==> src/rtl/dmem_resp.sv <==
// Data-memory responder for the MEM-stage port: a word RAM behind a
// fixed-latency access FSM that holds the pipeline while a request is in flight.
module dmem_resp #(
    parameter int DEPTH   = 64,
    parameter int LATENCY = 2
) (
    input  logic        clk,
    input  logic        reset,
    input  logic        memread_m,
    input  logic        memwrite_m,
    input  logic [31:0] aluout_m,
    input  logic [31:0] writedata_m,
    output logic [31:0] readdata_m,
    output logic        stall_m,
    output logic        misalign_err
);

    localparam int AW = $clog2(DEPTH);
    localparam int CW = (LATENCY > 1) ? $clog2(LATENCY) : 1;

    logic [31:0]   ram [DEPTH];
    logic [AW-1:0] idx;
    logic          req;
    logic          aligned;
    logic          in_idle;
    logic          unused_bits;

    // Upper address bits alias; memread_m only matters through req.
    assign idx         = aluout_m[AW+1:2];
    assign req         = memread_m | memwrite_m;
    assign aligned     = (aluout_m[1:0] == 2'b00);
    assign unused_bits = ^{aluout_m[31:AW+2], memread_m};

    always_ff @(posedge clk) begin
        if (reset)
            misalign_err <= 1'b0;
        else if (in_idle && req && !aligned)
            misalign_err <= 1'b1;
    end

    generate
        if (LATENCY == 0) begin : g_zws
            assign in_idle    = 1'b1;
            assign stall_m    = 1'b0;
            assign readdata_m = ram[idx];

            always_ff @(posedge clk) begin
                if (!reset && memwrite_m && aligned)
                    ram[idx] <= writedata_m;
            end
        end else begin : g_fsm
            typedef enum logic [1:0] {IDLE, WAIT, DONE} state_t;

            state_t        state, state_n;
            logic [CW-1:0] cnt, cnt_n;
            logic          lat_wr;
            logic [AW-1:0] lat_idx;
            logic [31:0]   lat_data;
            logic [31:0]   rdata;
            logic          load_rd;
            logic [AW-1:0] rd_idx;
            logic          start;

            assign start   = (state == IDLE) && req && aligned;
            assign in_idle = (state == IDLE);

            always_comb begin
                state_n = state;
                cnt_n   = cnt;
                load_rd = 1'b0;
                rd_idx  = lat_idx;
                unique case (state)
                    IDLE: begin
                        if (start) begin
                            if (LATENCY == 1) begin
                                // Single-cycle access: latch is not yet loaded.
                                state_n = DONE;
                                load_rd = !memwrite_m;
                                rd_idx  = idx;
                            end else begin
                                state_n = WAIT;
                                cnt_n   = CW'((LATENCY > 1) ? LATENCY - 2 : 0);
                            end
                        end
                    end
                    WAIT: begin
                        if (cnt == '0) begin
                            state_n = DONE;
                            load_rd = !lat_wr;
                        end else begin
                            cnt_n = cnt - 1'b1;
                        end
                    end
                    DONE:    state_n = IDLE;
                    default: state_n = IDLE;
                endcase
            end

            always_ff @(posedge clk) begin
                if (reset) begin
                    state  <= IDLE;
                    cnt    <= '0;
                    rdata  <= '0;
                    lat_wr <= 1'b0;
                end else begin
                    state <= state_n;
                    cnt   <= cnt_n;
                    if (load_rd)
                        rdata <= ram[rd_idx];
                    if (start)
                        lat_wr <= memwrite_m;
                end
            end

            always_ff @(posedge clk) begin
                if (start) begin
                    lat_idx  <= idx;
                    lat_data <= writedata_m;
                end
            end

            // Store commits at the DONE edge; reset discards it.
            always_ff @(posedge clk) begin
                if (!reset && state == DONE && lat_wr)
                    ram[lat_idx] <= lat_data;
            end

            assign stall_m    = !reset && (start || state == WAIT);
            assign readdata_m = rdata;
        end
    endgenerate

endmodule

==> config.mk <==
export PLATFORM = sky130hd
export DESIGN_NAME = dmem_resp
export DESIGN_NICKNAME = d
export VERILOG_FILES = /design/src/rtl/dmem_resp.sv
export SDC_FILE = /design/constraint.sdc
export NUM_CORES = 2
export LEC_CHECK = 0
export ABC_AREA = 1
export CAP_MARGIN = 30
export CELL_PAD_IN_SITES_DETAIL_PLACEMENT = 0
export CELL_PAD_IN_SITES_GLOBAL_PLACEMENT = 1
export CORE_MARGIN = 8
export CORE_UTILIZATION = 40
export DETAILED_ROUTE_END_ITERATION = 12
export HOLD_SLACK_MARGIN = 0.12
export MAX_ROUTING_LAYER = met4
export PLACE_DENSITY = 0.62
export SLEW_MARGIN = 20
export SYNTH_ARGS = -nofsm -noshare
export SYNTH_HDL_FRONTEND = slang
export SYNTH_SLANG_ARGS = --single-unit
==> constraint.sdc <==
create_clock -name clk -period 6.75 [get_ports clk]
set_input_delay 1.0125 -clock clk [delete_from_list [all_inputs] [get_ports clk]]
set_output_delay 1.0125 -clock clk [all_outputs]
set_load 0.01 [all_outputs]
==> out/metrics.csv <==
stage,metric,value,unit
die,ios,102,
sta,setup_viol,0,
power,clkPwrFrac,0.434,
logic_synthesis,yosys-top-cells-count,"5692 x nand2_1, 2086 x edfxtp_1, 211 x buf_2, 158 x nor2_1, 112 x clkbuf_1",
setup_path,worst_ep_required_time,7.29,ns
clocking,clk_latency,0.86,ns
setup_path,path_class,register to register,
power,switching_share,0.2185,
sta,relSlewSlack,0.3109,
sta,fin_crit,4.190,ns
clocking,htreeDepth,4,
drt,ant_nets,0,
setup_path,crit_chain,buf_12 > buf_4 > nand3_1 > buf_4 > nor2_4 > buf_4,
drt,wl_per_cell,22.86,um
power,pwr-share-comb,0.043,
global_routing,gr-total-overflow,0,
clocking,clockRootBuffer,clkbuf_16,
placed_design,hpwl,147400,um
setup_path,cp-start-kind,register,
sta,slew_viol_final,0,
setup_path,crit_path_end_kind,register,
setup_path,cpLargestDelayFamily,buffers and inverters,
outcome,status,"complete, no violations",
clocking,cts_max_path_buffers,3,
logic_synthesis,syn_area,0.08848,mm^2
logic_synthesis,syn_inst,8610,
setup_path,cp.arrival,4.73,ns
final_layout,fin_nets,8747,
global_routing,grt_pass1_wl,389000,um
die,chipWidth,486.3,um
final_layout,area_growth,13.36,%
clocking,cts_tree,done,
drt,drt_wl_total,270400,um
drt,vias,58660,
final_layout,fillers,20440,
die,rows,172,
logic_synthesis,async_flop_share,0,
clocking,clock_sinks,2122,
logic_synthesis,synth_flop_cell,edfxtp_1,
global_routing,grt_pass1_vias,54720,
placed_design,port_buffers,77,
logic_synthesis,synth_edf_count,2086,
clocking,post_cts_buffers,0,
final_layout,layout-drive-gt1-share,0.06555,
sta,worst_slew_pin_slew,1.034,ns
logic_synthesis,synth_top_area_share,0.7079,
sta,rsz0062_at_grt,no,
setup_path,crit_buf_inv,4,
global_routing,grt_max_degree,141,
die,die_h,486.3,um
drt,drtIter0Drc,5752,
logic_synthesis,ys_warn_count,0,
logic_synthesis,synth.ff_latch_count,2122,
sta,hold_violations,0,
logic_synthesis,yosysMostFrequentCell,nand2_1,
clocking,cts_resized,0,
global_routing,antenna_found_initial,13,
power,peakVddDrop,240.9,uV
logic_synthesis,ys_types,24,
power,power.leakage,41.17,nW
clocking,clkTransAtPathRegs,0.06,ns
die,die-area,0.2365,mm^2
sta,finClkSkew,0.03475,ns
setup_path,crit_fanout,121,
setup_path,cpPeakStageDelay,0.72,ns
clocking,cts-buffers-inserted,221,
final_layout,design_area,0.1003,mm^2
sta,fmax,0.2386,GHz
logic_synthesis,yosysSeqAreaShare,0.7161,
setup_path,crit_slowest_cell,edfxtp_1,
sta,tns,0,ns
power,p_int,0.02159,W
drt,vias_per_cell,4.959,
placed_design,placed_area,0.09307,mm^2
sta,hold_slack,0.4652,ns
drt,firstDrtPassIters,6,
setup_path,cp_common_cell,buf_4,
power,seqPwrFrac,0.523,
logic_synthesis,synthTopCellsByArea,"edfxtp_1 71%, nand2_1 24%, buf_2 1.2%, dfxtp_1 0.81%, nor2_1 0.67%",
clocking,cts_hold_buf,0,
setup_path,rrSetupSlack,2.56,ns
sta,fin_crit_sh,0.6208,
die,core,0.2197,mm^2
logic_synthesis,syn_nets,8678,
flow_run,max_cap_viol_count,0,
die,start_util,0.4027,
min_path,min_path_type,register to register,
power,p_per_area,275.5,mW/mm^2
power,switching_power,0.006038,W
logic_synthesis,postSynthAreaPerCell,10.28,um^2
placed_design,gp_congestion,0.8041,
global_routing,grtUsageTotal,0.2293,
logic_synthesis,yosysTopAreaCell,edfxtp_1,
drt,drt_drc_violations_left,0,
layer usage:
| layer | vias to the layer above | wire [um] | global-route usage |
|---|---|---|---|
| met1 | 28670 | 127500 | 0.3341 |
| met5 | - | 0 | - |
| met2 | 1680 | 120800 | 0.3474 |
| met4 | 0 | 5590 | 0.05000 |
| met3 | 311 | 16540 | 0.02803 |
| li1 | 28000 | - | - |
path summary, 6_finish.rpt:
path / cells after the start / end / startpoint
max: 6 / ram[51][7]$_DFFE_PP_ / g_fsm.lat_idx[0]$_DFFE_PP_
min: 1 / misalign_err$_SDFFE_PP0P_ / misalign_err$_SDFFE_PP0P_
max reg2reg: 6 / ram[51][7]$_DFFE_PP_ / g_fsm.lat_idx[0]$_DFFE_PP_
min reg2reg: 1 / misalign_err$_SDFFE_PP0P_ / misalign_err$_SDFFE_PP0P_
stage by stage:
step,util,worst slack [ns],total power (W),std cells
floorplan,-,2.976,0.01540,8610
global route,0.4564,2.304,0.02846,11820
finish,0.4565,2.560,0.02763,11830
global placement,0.4231,2.056,0.01591,11400
CTS,0.4558,2.508,0.02788,11820
detailed placement,0.4236,2.071,0.01592,11410
worst register-to-register path, cell delays in order (launching register included):
cell	delay, ns
edfxtp_1	0.72
buf_12	0.46
buf_4	0.81
nand3_1	0.48
buf_4	0.36
nor2_4	0.65
buf_4	0.38
power groups by stage:
stage,Clock (W),Combinational [W],Sequential (W)
5_1_grt,0.0127,0.00132,0.0144
6_report,0.0120,0.00120,0.0144
2_1_floorplan,0,0.000620,0.0148
3_5_place_dp,0,0.00120,0.0147
3_3_place_gp,0,0.00120,0.0147
4_1_cts,0.0122,0.00121,0.0144
cells in the final DEF (no fill, tap or decap):
cell type        instances
or2_2                    4
clkinvlp_4               3
nor2_4                  67
inv_16                   3
o211ai_1                 6
clkinv_1                42
inv_1                   79
inv_2                    2
nand4_1                  1
edfxtp_1              2086
bufinv_16               15
clkinv_8                 2
clkbuf_16              225
o21ai_0                  7
buf_8                    1
clkinv_16                1
o21ai_1                  5
nand3_1                 53
clkdlybuf4s50_1         77
inv_6                    7
diode_2                  5
or2_1                    2
nor3_4                   1
buf_4                  172
o21a_1                  32
buf_12                  18
dfxtp_1                 36
nor2_2                   2
nand2_1               5692
a21oi_1                  9
clkbuf_1                66
nor3_2                   3
clkbuf_8                20
nor2_1                  89
clkinv_2                28
inv_8                    2
buf_16                   5
nor3_1                   1
state kept, by name, indices dropped and copies added (netlist names):
name            cells
readdata_m         32
ram              2048
g_fsm.lat_data     32
misalign_err        1
g_fsm.state         2
g_fsm.lat_idx       6
g_fsm.lat_wr        1
cell type report:
| class | count | area, um^2 | share of cell area |
|---|---|---|---|
| flip-flops and latches | 2122 | 63360 | 0.6317 |
| multi-input cells | 5974 | 23220 | 0.2315 |
| clock buffers | 311 | 6153 | 0.06135 |
| well taps | 2958 | 3701 | 0.03690 |
| repair buffers | 273 | 2575 | 0.02567 |
| clock inverters | 97 | 923.4 | 0.009206 |
| inverters | 87 | 357.8 | 0.003568 |
| diodes | 5 | 12.51 | 0.0001247 |
cell families after synthesis:
logic type	count (synthesis)	share of synthesized area
buffers and inverters	514	0.02749
flip-flops	2122	0.7161
AO/OA/AOI/OAI	59	0.004412
AND/OR/NAND/NOR	5915	0.2520
(Power assumes the default switching activity.)
